### src/rtl/acc_sched_pkg.sv
// ============================================================================
// Module  : acc_sched_pkg
// Brief   : Shared types and defaults for the bit-serial accumulator sequencer.
// Revision: 1.0
// ============================================================================
`default_nettype none

package acc_sched_pkg;

  typedef enum logic [1:0] {
    IDLE  = 2'd0,
    ISSUE = 2'd1,
    FLUSH = 2'd2,
    CAPT  = 2'd3
  } sched_state_t;

  localparam int MAX_BITS_DEF     = 24;
  localparam int OUTPUT_WIDTH_DEF = 51;

  // Bit-count width able to hold 0..max_bits inclusive.
  function automatic int cnt_w(input int max_bits);
    return $clog2(max_bits + 1);
  endfunction

endpackage

`default_nettype wire

### src/rtl/acc_bitserial_sched_if.sv
// ============================================================================
// Module  : acc_bitserial_sched_if
// Brief   : Command request and result return handshakes of the sequencer.
// Revision: 1.0
// ============================================================================
`default_nettype none

interface acc_bitserial_sched_if
  import acc_sched_pkg::*;
#(
  parameter int OUTPUT_WIDTH = OUTPUT_WIDTH_DEF,
  parameter int CNT_W        = 5
);

  logic                    cmd_valid;
  logic                    cmd_ready;
  logic [CNT_W-1:0]        cmd_nbits;
  logic                    cmd_signed;
  logic                    res_valid;
  logic                    res_ready;
  logic [OUTPUT_WIDTH-1:0] res_data;

  modport master (
    output cmd_valid, cmd_nbits, cmd_signed, res_ready,
    input  cmd_ready, res_valid, res_data
  );

  modport slave (
    input  cmd_valid, cmd_nbits, cmd_signed, res_ready,
    output cmd_ready, res_valid, res_data
  );

endinterface

`default_nettype wire

### src/rtl/acc_sched_dly.sv
// ============================================================================
// Module  : acc_sched_dly
// Brief   : 1-bit STAGES-deep delay line, async reset and synchronous clear.
// Revision: 1.0
// ============================================================================
`default_nettype none

module acc_sched_dly #(
  parameter int STAGES = 2
) (
  input  wire logic clk,
  input  wire logic rst_n,
  input  wire logic clr,
  input  wire logic din,
  output logic      dout
);

  logic [STAGES-1:0] r_sr;

  generate
    if (STAGES == 1) begin : g_single
      always_ff @(posedge clk or negedge rst_n) begin
        if (!rst_n)   r_sr <= '0;
        else if (clr) r_sr <= '0;
        else          r_sr <= din;
      end
    end else begin : g_chain
      always_ff @(posedge clk or negedge rst_n) begin
        if (!rst_n)   r_sr <= '0;
        else if (clr) r_sr <= '0;
        else          r_sr <= {r_sr[STAGES-2:0], din};
      end
    end
  endgenerate

  assign dout = r_sr[STAGES-1];

endmodule

`default_nettype wire

### src/rtl/acc_bitserial_sched.sv
// ============================================================================
// Module  : acc_bitserial_sched
// Brief   : Issues bit-planes MSB-first, times start_acc to the psum latency
//           and returns the captured accumulator result on valid/ready.
// Revision: 1.0
// ============================================================================
`default_nettype none

module acc_bitserial_sched
  import acc_sched_pkg::*;
#(
  parameter int OUTPUT_WIDTH = OUTPUT_WIDTH_DEF,
  parameter int MAX_BITS     = MAX_BITS_DEF,
  parameter int CNT_W        = cnt_w(MAX_BITS_DEF),
  parameter int PSUM_LAT     = 2
) (
  input  wire logic                    clk,
  input  wire logic                    rst_n,
  input  wire logic                    soft_clr,
  acc_bitserial_sched_if.slave         bus,
  output logic                         bit_en,
  output logic [CNT_W-1:0]             bit_idx,
  output logic                         msb_neg,
  output logic                         start_acc,
  input  wire logic [OUTPUT_WIDTH-1:0] acc_nout,
  output logic                         busy
);

  localparam logic [CNT_W-1:0] c_MAX      = CNT_W'(MAX_BITS);
  localparam int               c_FW       = (PSUM_LAT > 1) ? $clog2(PSUM_LAT) : 1;
  localparam logic [c_FW-1:0]  c_FL_LOAD  = c_FW'(PSUM_LAT - 1);

  sched_state_t            r_state;
  logic                    r_bit_en;
  logic [CNT_W-1:0]        r_bit_idx;
  logic                    r_msb_neg;
  logic [c_FW-1:0]         r_fcnt;
  logic                    r_res_valid;
  logic [OUTPUT_WIDTH-1:0] r_res_data;

  logic                    w_cmd_ready;
  logic                    w_accept;
  logic [CNT_W-1:0]        w_neff;

  assign w_cmd_ready = (r_state == IDLE) && !r_res_valid;
  assign w_accept    = bus.cmd_valid && w_cmd_ready && !soft_clr;
  assign w_neff      = (bus.cmd_nbits > c_MAX) ? c_MAX : bus.cmd_nbits;

  // start_acc is tied to the accept pulse, not to the state, so it lands in
  // the right cycle even when it overlaps ISSUE or FLUSH.
  acc_sched_dly #(
    .STAGES (PSUM_LAT)
  ) u_start_dly (
    .clk   (clk),
    .rst_n (rst_n),
    .clr   (soft_clr),
    .din   (w_accept),
    .dout  (start_acc)
  );

  always_ff @(posedge clk or negedge rst_n) begin
    if (!rst_n) begin
      r_state     <= IDLE;
      r_bit_en    <= 1'b0;
      r_bit_idx   <= '0;
      r_msb_neg   <= 1'b0;
      r_fcnt      <= '0;
      r_res_valid <= 1'b0;
      r_res_data  <= '0;
    end else if (soft_clr) begin
      r_state     <= IDLE;
      r_bit_en    <= 1'b0;
      r_bit_idx   <= '0;
      r_msb_neg   <= 1'b0;
      r_fcnt      <= '0;
      r_res_valid <= 1'b0;
    end else begin
      if (r_res_valid && bus.res_ready) begin
        r_res_valid <= 1'b0;
      end
      case (r_state)
        IDLE: begin
          if (w_accept) begin
            if (w_neff != '0) begin
              r_state   <= ISSUE;
              r_bit_en  <= 1'b1;
              r_bit_idx <= w_neff - CNT_W'(1);
              r_msb_neg <= bus.cmd_signed;
            end else begin
              r_state   <= FLUSH;
              r_fcnt    <= c_FL_LOAD;
            end
          end
        end
        ISSUE: begin
          r_msb_neg <= 1'b0;
          if (r_bit_idx == '0) begin
            r_bit_en <= 1'b0;
            r_state  <= FLUSH;
            r_fcnt   <= c_FL_LOAD;
          end else begin
            r_bit_idx <= r_bit_idx - CNT_W'(1);
          end
        end
        FLUSH: begin
          if (r_fcnt == '0) r_state <= CAPT;
          else              r_fcnt  <= r_fcnt - c_FW'(1);
        end
        CAPT: begin
          // Only cycle in which the accumulator output is the final sum.
          r_res_data  <= acc_nout;
          r_res_valid <= 1'b1;
          r_state     <= IDLE;
        end
        default: r_state <= IDLE;
      endcase
    end
  end

  assign bus.cmd_ready = w_cmd_ready;
  assign bus.res_valid = r_res_valid;
  assign bus.res_data  = r_res_data;
  assign bit_en        = r_bit_en;
  assign bit_idx       = r_bit_idx;
  assign msb_neg       = r_msb_neg;
  assign busy          = (r_state != IDLE);

endmodule

`default_nettype wire
### src/flat_wrapper.sv
// flat-port wrapper written by rule: the top's interface ports become plain ports
module acc_bitserial_sched_flat import acc_sched_pkg::*;
#(
  parameter int OUTPUT_WIDTH = OUTPUT_WIDTH_DEF,
  parameter int MAX_BITS     = MAX_BITS_DEF,
  parameter int CNT_W        = cnt_w(MAX_BITS_DEF),
  parameter int PSUM_LAT     = 2
)
  (clk, rst_n, soft_clr, bit_en, bit_idx, msb_neg, start_acc, acc_nout, busy, bus_cmd_valid, bus_cmd_nbits, bus_cmd_signed, bus_res_ready, bus_cmd_ready, bus_res_valid, bus_res_data);
  acc_bitserial_sched_if #(.OUTPUT_WIDTH(OUTPUT_WIDTH), .CNT_W(CNT_W)) bus_i ();
  input  wire logic clk;
  input  wire logic rst_n;
  input  wire logic soft_clr;
  output logic bit_en;
  output logic [CNT_W-1:0] bit_idx;
  output logic msb_neg;
  output logic start_acc;
  input  wire logic [OUTPUT_WIDTH-1:0] acc_nout;
  output logic busy;
  input wire logic [$bits(bus_i.cmd_valid)-1:0] bus_cmd_valid;
  input wire logic [$bits(bus_i.cmd_nbits)-1:0] bus_cmd_nbits;
  input wire logic [$bits(bus_i.cmd_signed)-1:0] bus_cmd_signed;
  input wire logic [$bits(bus_i.res_ready)-1:0] bus_res_ready;
  output wire logic [$bits(bus_i.cmd_ready)-1:0] bus_cmd_ready;
  output wire logic [$bits(bus_i.res_valid)-1:0] bus_res_valid;
  output wire logic [$bits(bus_i.res_data)-1:0] bus_res_data;
  assign bus_i.cmd_valid = bus_cmd_valid;
  assign bus_i.cmd_nbits = bus_cmd_nbits;
  assign bus_i.cmd_signed = bus_cmd_signed;
  assign bus_i.res_ready = bus_res_ready;
  assign bus_cmd_ready = bus_i.cmd_ready;
  assign bus_res_valid = bus_i.res_valid;
  assign bus_res_data = bus_i.res_data;
  acc_bitserial_sched #(.OUTPUT_WIDTH(OUTPUT_WIDTH), .MAX_BITS(MAX_BITS), .CNT_W(CNT_W), .PSUM_LAT(PSUM_LAT)) u_core (.clk(clk), .rst_n(rst_n), .soft_clr(soft_clr), .bus(bus_i), .bit_en(bit_en), .bit_idx(bit_idx), .msb_neg(msb_neg), .start_acc(start_acc), .acc_nout(acc_nout), .busy(busy));
endmodule
### config.mk
export PLATFORM = sky130hd
export DESIGN_NAME = acc_bitserial_sched_flat
export DESIGN_NICKNAME = d
export VERILOG_FILES = /design/src/rtl/acc_sched_pkg.sv /design/src/rtl/acc_bitserial_sched_if.sv /design/src/rtl/acc_sched_dly.sv /design/src/rtl/acc_bitserial_sched.sv /design/src/flat_wrapper.sv
export SDC_FILE = /design/constraint.sdc
export NUM_CORES = 1
export LEC_CHECK = 0
export CORE_MARGIN = 2
export CORE_UTILIZATION = 45
export CTS_CLUSTER_DIAMETER = 150
export CTS_CLUSTER_SIZE = 24
export DETAILED_ROUTE_END_ITERATION = 16
export PLACE_DENSITY_LB_ADDON = 0.25
export SLEW_MARGIN = 10
export SYNTH_ARGS = -nofsm -noshare
export SYNTH_HDL_FRONTEND = slang
export SYNTH_HIERARCHICAL = 1
export SYNTH_SLANG_ARGS = --single-unit
export TNS_END_PERCENT = 20
### constraint.sdc
create_clock -name clk -period 5.7 [get_ports clk]
set_input_delay 1.14 -clock clk [delete_from_list [all_inputs] [get_ports clk]]
set_output_delay 1.14 -clock clk [all_outputs]
set_load 0.01 [all_outputs]
==> flow_metrics.env, run 1 <==
export IMPL_critical_path_required_ns=5.92
export IMPL_synth_edf_count=0
export IMPL_start_kind="input pin"
export IMPL_pre_cts_ws_ns=1.97
export IMPL_slew_headroom=0.431
export IMPL_io_buffers=123
export IMPL_clockRootBuffer="clkbuf_8"
export IMPL_worst_pin_slew_ns=0.852
export IMPL_top_level_ports=124
export IMPL_wire_per_inst_um=16.0
export IMPL_ys_types=41
export IMPL_placed_area_mm2=0.00410
export IMPL_drc=0
export IMPL_powerDensity_mw_per_mm2=484
export IMPL_worst_path_max_delay_cell="nor2b_4"
export IMPL_wirelength_mm=6.56
export IMPL_synth_common_cells="64 x dfrtp_1, 51 x mux2_2, 10 x nor2_1"
export IMPL_ys_ff_latch=64
export IMPL_p_int_mw=1.44
export IMPL_grt_pass1_wl_mm=11.0
export IMPL_leakage_nw=1.91
export IMPL_pwr_share_comb=0.444
export IMPL_avgSynthCellArea_um2=13.7
export IMPL_layout_nets=399
export IMPL_min_path_type="flip-flop to flip-flop"
export IMPL_syn_nets=272
export IMPL_syn_inst=204
export IMPL_start_util=0.470
export IMPL_fillers=436
export IMPL_die_h_um=82.9
export IMPL_postCtsSetupBuffers=0
export IMPL_worst_ep_arrival_time_ns=3.55
export IMPL_critPathMaxFanout=31
export IMPL_synth_largest_area_cell="dfrtp_1"
export IMPL_critPathKind="input pin to flip-flop"
export IMPL_cts_hold_buffers=0
export IMPL_synthFlopType="dfrtp_1"
export IMPL_first_pass_iters=4
export IMPL_setup_slack_ns=2.37
export IMPL_setup_viol=0
export IMPL_crit_path_max_incr_delay_ns=0.83
export IMPL_finish_instance_area_mm2=0.00432
export IMPL_avgViaCountPerCell=4.99
export IMPL_grt_pass1_vias=2183
export IMPL_grt_max_degree=65
export IMPL_grt_setup_unrepaired="no"
export IMPL_cts_buffers=9
export IMPL_hpwl_mm=4.76
export IMPL_max_cap_violations=0
export IMPL_syn2layout_area_growth_pct=54.5
export IMPL_max_clock_path_buffers=2
export IMPL_hold_viol_final=0
export IMPL_final_layout_size_suffix_gt1_frac=0.235
export IMPL_grtUsageTotal=0.202
export IMPL_place_gp_congestion=0.801
export IMPL_swShare=0.312
export IMPL_status="finished clean"
export IMPL_slew_violations=0
export IMPL_ys_seq_area_frac=0.572
export IMPL_num_antenna_cells=0
export IMPL_ctsResizeCount=0
export IMPL_fmax_mhz=300
export IMPL_clkSinkCount=64
export IMPL_cts_tree="done"
export IMPL_drtIter0Drc=108
export IMPL_h_tree_depth=3
export IMPL_p_sw_mw=0.652
export IMPL_clk_latency_ns=0.33
export IMPL_setup_tns_ns=0
export IMPL_vias=2049
export IMPL_netlist_area_mm2=0.00280
export IMPL_ir_worst_vdd_v=0.000317
export IMPL_dieArea_mm2=0.00686
export IMPL_ys_warn_count=6
export IMPL_synth_top_cells_by_area="dfrtp_1 57%, mux2_2 21%, ha_1 2.7%"
export IMPL_synth_top_area_share=0.572
export IMPL_clock_skew_ns=0.00899
export IMPL_yosysMostFrequentCell="dfrtp_1"
export IMPL_async_reset_ff_frac=1.00
export IMPL_total_power_mw=2.09
export IMPL_endpoint_kind="flip-flop"
export IMPL_clk_pin_slew_ns=0.07
export IMPL_coreArea_mm2=0.00596
export IMPL_clkPwrFrac=0.206
export IMPL_period_needed_ns=3.33
export IMPL_rows=28
export IMPL_antenna_found_initial=0
export IMPL_overflow=0
export IMPL_die_w_um=82.9
export IMPL_cp_cell_sequence="clkdlybuf4s50_1, nor2b_4, buf_4, mux2_2"
export IMPL_finalCritPeriodShare=0.585
export IMPL_detail_route_antenna_nets=0
export IMPL_p_seq_frac=0.350
[final timing paths]
| kind | from | end | slack (ns) | cells after the start |
|---|---|---|---|---|
| min | u_core/u_start_dly/r_sr[0] | u_core/u_start_dly/r_sr[1] | 0.46 | 1 |
| min in group asynchronous | rst_n | u_core/bus.res_data[10] | 0.97 | 2 |
| min reg2reg | u_core/u_start_dly/r_sr[0] | u_core/u_start_dly/r_sr[1] | 0.46 | 1 |
| max reg2reg | u_core/r_state[1] | u_core/bit_idx[4] | 3.00 | 8 |
| max | soft_clr | u_core/bus.res_data[8] | 2.37 | 4 |
| max in group asynchronous | rst_n | u_core/bus.res_data[46] | 4.19 | 2 |
[power groups by stage]
| stage | clock [mW] | sequential [mW] | combinational, mW |
|---|---|---|---|
| global route | 0.462 | 0.756 | 0.994 |
| global placement | 0 | 0.730 | 0.913 |
| finish | 0.431 | 0.731 | 0.929 |
| CTS | 0.438 | 0.734 | 0.938 |
| floorplan | 0 | 0.807 | 0.375 |
| detailed placement | 0 | 0.740 | 0.932 |
[layout by cell type, fill, tap and decap left out, types with 2 or more instances in the layout]
| master | instances |
|---|---|
| nor2b_1 | 4 |
| a31oi_1 | 2 |
| buf_4 | 2 |
| a22oi_1 | 2 |
| dfrtp_1 | 64 |
| clkinvlp_4 | 2 |
| nand3_1 | 2 |
| a21oi_1 | 3 |
| mux2i_1 | 6 |
| o31ai_1 | 2 |
| ha_1 | 6 |
| mux2_2 | 51 |
| nor2_1 | 10 |
| nor3_1 | 2 |
| nand2_1 | 7 |
| o21ai_0 | 3 |
| clkdlybuf4s50_1 | 122 |
| clkbuf_8 | 10 |
| bufinv_16 | 2 |
| xnor2_1 | 2 |
| inv_1 | 7 |
[metal layers]
metal  vias to the layer above  GRT usage  share of wire
met5                         -          0              0
met4                         0     0.0849          0.020
met3                        11     0.0666          0.064
met2                        73      0.320           0.49
met1                       994      0.254           0.43
li1                        971          -              -
[kinds of logic after synthesis]
logic type,after synthesis,share of synthesized area
flip-flops,64,0.572
multiplexers,57,0.227
AND/OR/NAND/NOR,35,0.0707
AO/OA/AOI/OAI,23,0.0707
buffers and inverters,16,0.0233
adder cells (fa/ha/maj),6,0.0268
XOR/XNOR,3,0.00939
[sequential cells by signal (all words and copies together), names as in the netlist]
name                     count
u_core/bit_en                1
u_core/msb_neg               1
u_core/bus.res_valid         1
u_core/bit_idx               5
u_core/bus.res_data         51
u_core/r_state               2
u_core/r_fcnt                1
u_core/u_start_dly/r_sr      2
[final cells by class]
type                            count  area [µm²]  share of cell area
Clock inverter                      5        80.1              0.0185
Timing Repair Buffer              125        1240               0.287
Multi-Input combinational cell    124        1140               0.263
Clock buffer                       11         141              0.0327
Sequential cell                    64        1600               0.370
Tap cell                           75        93.8              0.0217
Inverter                            7        26.3             0.00608
[worst max-delay path: cells and delay by family]
kind | cells | cell delay, ns
buffers and inverters | 2 | 1.18
AND/OR/NAND/NOR | 1 | 0.83
multiplexers | 1 | 0.38
[through the flow]
stage | std cells | util | hold WS (ns)
floorplan | 204 | - | 0.439
global placement | 395 | 0.689 | 0.457
detailed placement | 395 | 0.689 | 0.448
CTS | 411 | 0.726 | 0.463
global route | 411 | 0.726 | 0.475
finish | 411 | 0.726 | 0.458
(Power assumes the default switching activity.)
==> run 2: changes to the inputs <==
Settings changed: CORE_UTILIZATION 45 to 42.
Clock period 5.7 ns to 3.1 ns, I/O delays scaled along.
==> flow_metrics.env, run 2 (synthesis gave the netlist of run 1 again) <==
export IMPL_period_needed_ns=2.51
export IMPL_antenna_found_initial=0
export IMPL_use_met3=0.0568
export IMPL_wirelength_mm=6.45
export IMPL_cts_hold_buffers=0
export IMPL_p_sw_mw=1.18
export IMPL_start_kind="flip-flop"
export IMPL_clk_latency_ns=0.33
export IMPL_r2r_start="u_core/r_state[1]"
export IMPL_cts_buffers=9
export IMPL_cts_tree="done"
export IMPL_max_cap_violations=0
export IMPL_dieArea_mm2=0.00733
export IMPL_status="finished clean"
export IMPL_powerDensity_mw_per_mm2=880
export IMPL_layout_nets=402
export IMPL_ctsResizeCount=0
export IMPL_setup_slack_ns=0.592
export IMPL_postCtsSetupBuffers=0
export IMPL_detail_route_antenna_nets=0
export IMPL_fmax_mhz=399
export IMPL_crit_start="u_core/r_state[0]"
export IMPL_coreArea_mm2=0.00639
export IMPL_final_common_cell="clkdlybuf4s50_1"
export IMPL_critPathMaxFanout=5
export IMPL_io_buffers=123
export IMPL_place_gp_congestion=0.820
export IMPL_finish_instance_area_mm2=0.00436
export IMPL_critPathKind="flip-flop to primary output"
export IMPL_setup_tns_ns=0
export IMPL_grt_setup_unrepaired="no"
export IMPL_rows=29
export IMPL_grt_busiest_layer="met2"
export IMPL_setup_viol=0
export IMPL_placed_area_mm2=0.00414
export IMPL_overflow=0
export IMPL_p_int_mw=2.66
export IMPL_clock_skew_ns=0.0136
export IMPL_clkSinkCount=64
export IMPL_die_h_um=85.6
export IMPL_clk_pin_slew_ns=0.07
export IMPL_drc=0
export IMPL_slew_violations=0
export IMPL_start_util=0.438
export IMPL_hold_viol_final=0
export IMPL_clkPwrFrac=0.204
export IMPL_hold_slack_ns=0.238
export IMPL_ir_worst_vdd_v=0.000483
export IMPL_total_power_mw=3.84
export IMPL_layout_common_cells="122 x clkdlybuf4s50_1, 64 x dfrtp_1, 51 x mux2_2"
export IMPL_leakage_nw=1.93
export IMPL_grt_pass1_vias=2109
export IMPL_pwr_share_comb=0.447
export IMPL_grt_max_degree=52
export IMPL_rrSetupSlack_ns=0.72
export IMPL_gr_usage_met1=0.201
export IMPL_final_layout_size_suffix_gt1_frac=0.242
export IMPL_slew_headroom=0.678
export IMPL_num_antenna_cells=0
export IMPL_avgViaCountPerCell=4.94
export IMPL_max_clock_path_buffers=2
export IMPL_largest_reg_flops=51
export IMPL_syn2layout_area_growth_pct=55.9
export IMPL_min_path_type="input pin to asynchronous set/reset pin"
export IMPL_h_tree_depth=3
export IMPL_worst_pin_slew_ns=0.484
export IMPL_drtIter0Drc=65
export IMPL_grt_pass1_wl_mm=10.0
export IMPL_die_w_um=85.6
export IMPL_p_seq_frac=0.349
export IMPL_wire_per_inst_um=15.5
export IMPL_swShare=0.308
export IMPL_pre_cts_ws_ns=0.348
export IMPL_grtUsageTotal=0.178
export IMPL_top_level_ports=124
export IMPL_vias=2053
export IMPL_critical_path_required_ns=2.48
export IMPL_first_pass_iters=4
export IMPL_endpoint_kind="primary output"
export IMPL_clockRootBuffer="clkbuf_8"
export IMPL_hpwl_mm=4.82
export IMPL_finalCritPeriodShare=0.809
export IMPL_worst_ep_arrival_time_ns=1.89
export IMPL_met2_usage=0.304
run 2: layout make-up:
type	instances	area, µm²
timing repair buffer	128	1280
clock inverter	5	80.1
multi-input combinational	124	1140
inverter	7	26.3
tap	77	96.3
sequential	64	1600
fill	477	2030
clock buffer	11	141
run 2: stage by stage:
| step | cells | util |
|---|---|---|
| floorplan | 204 | - |
| global placement | 400 | 0.648 |
| detailed placement | 400 | 0.648 |
| CTS | 416 | 0.683 |
| global route | 416 | 0.683 |
| finish | 416 | 0.683 |
run 2: worst paths after layout:
check,depth (start not counted),end
hold / removal,1,u_core/bus.res_data[0]
hold reg to reg,1,u_core/u_start_dly/r_sr[1]
max in group asynchronous,2,u_core/bus.res_data[34]
setup reg to reg,8,u_core/bit_idx[4]
min in group clk,1,u_core/u_start_dly/r_sr[1]
setup / recovery,5,bus_cmd_ready
run 2: routing by layer:
metal | part of all wire | up-vias
li1 | - | 979
met1 | 0.39 | 976
met2 | 0.51 | 85
met3 | 0.079 | 13
met4 | 0.023 | 0
met5 | 0 | -
run 2: power groups by stage:
| stage | combinational, mW | sequential, mW | clock (mW) |
|---|---|---|---|
| 2_1_floorplan | 0.689 | 1.48 | 0 |
| 3_3_place_gp | 1.69 | 1.34 | 0 |
| 3_5_place_dp | 1.73 | 1.36 | 0 |
| 4_1_cts | 1.73 | 1.34 | 0.806 |
| 5_1_grt | 1.83 | 1.38 | 0.846 |
| 6_report | 1.72 | 1.34 | 0.784 |
run 2: worst max-delay path, cell delays in order (launching register included):
cell and delay [ns]:
dfrtp_1 0.42, inv_1 0.11, ha_1 0.27, inv_1 0.12, nor2_1 0.11, clkdlybuf4s50_1 0.54
==> run 3: changes to the inputs <==
Clock period 3.1 ns to 2.4 ns, I/O delays scaled along.
==> flow_metrics.env, run 3 (synthesis gave the netlist of run 1 again) <==
export IMPL_layout_common_cells="122 x clkdlybuf4s50_1, 64 x dfrtp_1, 51 x mux2_2"
export IMPL_slew_headroom=0.649
export IMPL_max_cap_violations=0
export IMPL_cts_buffers=9
export IMPL_die_h_um=85.6
export IMPL_swShare=0.308
export IMPL_start_util=0.438
export IMPL_place_gp_congestion=0.894
export IMPL_p_seq_frac=0.354
export IMPL_clock_skew_ns=0.00993
export IMPL_rrSetupSlack_ns=0.18
export IMPL_antenna_found_initial=0
export IMPL_drc=0
export IMPL_worst_path_max_delay_cell="clkdlybuf4s50_1"
export IMPL_cts_hold_buffers=0
export IMPL_final_common_cell="clkdlybuf4s50_1"
export IMPL_path_common_cell="inv_1"
export IMPL_clk_pin_slew_ns=0.07
export IMPL_ir_worst_vdd_v=0.000636
export IMPL_setup_viol=0
export IMPL_critPathKind="flip-flop to primary output"
export IMPL_final_seq_area_mm2=0.00160
export IMPL_layout_nets=408
export IMPL_min_path_type="input pin to asynchronous set/reset pin"
export IMPL_clk_latency_ns=0.33
export IMPL_final_layout_size_suffix_gt1_frac=0.259
export IMPL_period_needed_ns=2.28
export IMPL_critical_path_required_ns=1.92
export IMPL_vias=2089
export IMPL_finalCritPeriodShare=0.951
export IMPL_worst_pin_slew_ns=0.527
export IMPL_wire_per_inst_um=15.0
export IMPL_setup_tns_ns=0
export IMPL_crit_family="buffers and inverters"
export IMPL_powerDensity_mw_per_mm2=1110
export IMPL_crit_path_max_incr_delay_ns=0.54
export IMPL_top_level_ports=124
export IMPL_fillers=472
export IMPL_cts_tree="done"
export IMPL_slew_violations=0
export IMPL_die_w_um=85.6
export IMPL_clockRootBuffer="clkbuf_8"
export IMPL_detail_route_antenna_nets=0
export IMPL_first_pass_iters=4
export IMPL_clkSinkCount=64
export IMPL_fin_cells=420
export IMPL_p_int_mw=3.40
export IMPL_multiInputGateArea_mm2=0.00115
export IMPL_fmax_mhz=438
export IMPL_pwr_share_comb=0.460
export IMPL_cp_num_buf_inv=3
export IMPL_hold_viol_final=0
export IMPL_clkPwrFrac=0.186
export IMPL_endpoint_kind="primary output"
export IMPL_dieArea_mm2=0.00733
export IMPL_worst_ep_arrival_time_ns=1.80
export IMPL_setup_slack_ns=0.119
export IMPL_grt_pass1_wl_mm=10.2
export IMPL_rows=29
export IMPL_status="finished clean"
export IMPL_leakage_nw=1.95
export IMPL_cp_cell_sequence="inv_1, ha_4, inv_1, nor2_1, clkdlybuf4s50_1"
export IMPL_drtIter0Drc=32
export IMPL_avgViaCountPerCell=4.97
export IMPL_overflow=0
export IMPL_max_clock_path_buffers=2
export IMPL_io_buffers=123
export IMPL_grtUsageTotal=0.179
export IMPL_hpwl_mm=4.85
export IMPL_h_tree_depth=3
export IMPL_coreArea_mm2=0.00639
export IMPL_total_power_mw=4.91
export IMPL_syn2layout_area_growth_pct=57.9
export IMPL_grt_pass1_vias=2219
export IMPL_largest_reg_flops=51
export IMPL_critPathMaxFanout=5
export IMPL_pre_cts_ws_ns=-0.0123
export IMPL_p_sw_mw=1.51
export IMPL_grt_max_degree=43
export IMPL_num_antenna_cells=0
export IMPL_wirelength_mm=6.32
export IMPL_place_inst=406
export IMPL_start_kind="flip-flop"
-- run 3: worst paths after layout --
path,startpoint,end,cells after the start
setup / recovery,u_core/r_state[0],bus_cmd_ready,5
hold / removal,rst_n,u_core/bus.res_data[45],1
setup reg to reg,u_core/r_state[1],u_core/bit_idx[4],8
hold reg to reg,u_core/u_start_dly/r_sr[0],u_core/u_start_dly/r_sr[1],1
max in group asynchronous,rst_n,u_core/bit_en,2
min in group clk,u_core/u_start_dly/r_sr[0],u_core/u_start_dly/r_sr[1],1
-- run 3: per-layer routing --
| layer | wire length (µm) | track usage |
|---|---|---|
| met2 | 3230 | 0.305 |
| met4 | 57 | 0.0620 |
| met3 | 488 | 0.0770 |
| met5 | 0 | 0 |
| met1 | 2540 | 0.202 |
-- run 3: power by group through the flow --
stage	clock network (mW)	registers (mW)	logic [mW]
global placement	0	1.73	2.23
floorplan	0	1.92	0.890
finish	0.912	1.74	2.26
global route	0.977	1.80	2.42
detailed placement	0	1.76	2.26
CTS	0.933	1.74	2.27
-- run 3: timing repair --
action,4_1_cts,5_1_grt
buffers inserted,0,0
endpoints found under the setup margin,1,2
gates resized for setup,1,2
-- run 3: cell type report --
| cell class | count | share of cell area |
|---|---|---|
| Multi-Input combinational cell | 124 | 0.261 |
| Clock buffer | 11 | 0.0343 |
| Inverter | 7 | 0.00595 |
| Sequential cell | 64 | 0.363 |
| Tap cell | 77 | 0.0218 |
| Timing Repair Buffer | 134 | 0.305 |
| Clock inverter | 3 | 0.00963 |
-- run 3: through the flow --
stage,area (µm²),hold WS (ns),util
final,4420,0.121,0.692
after detailed placement,4210,0.447,0.659
after global placement,4210,0.449,0.659
after CTS,4410,0.121,0.690
after floorplan,2800,0.184,-
after global routing,4420,0.139,0.692
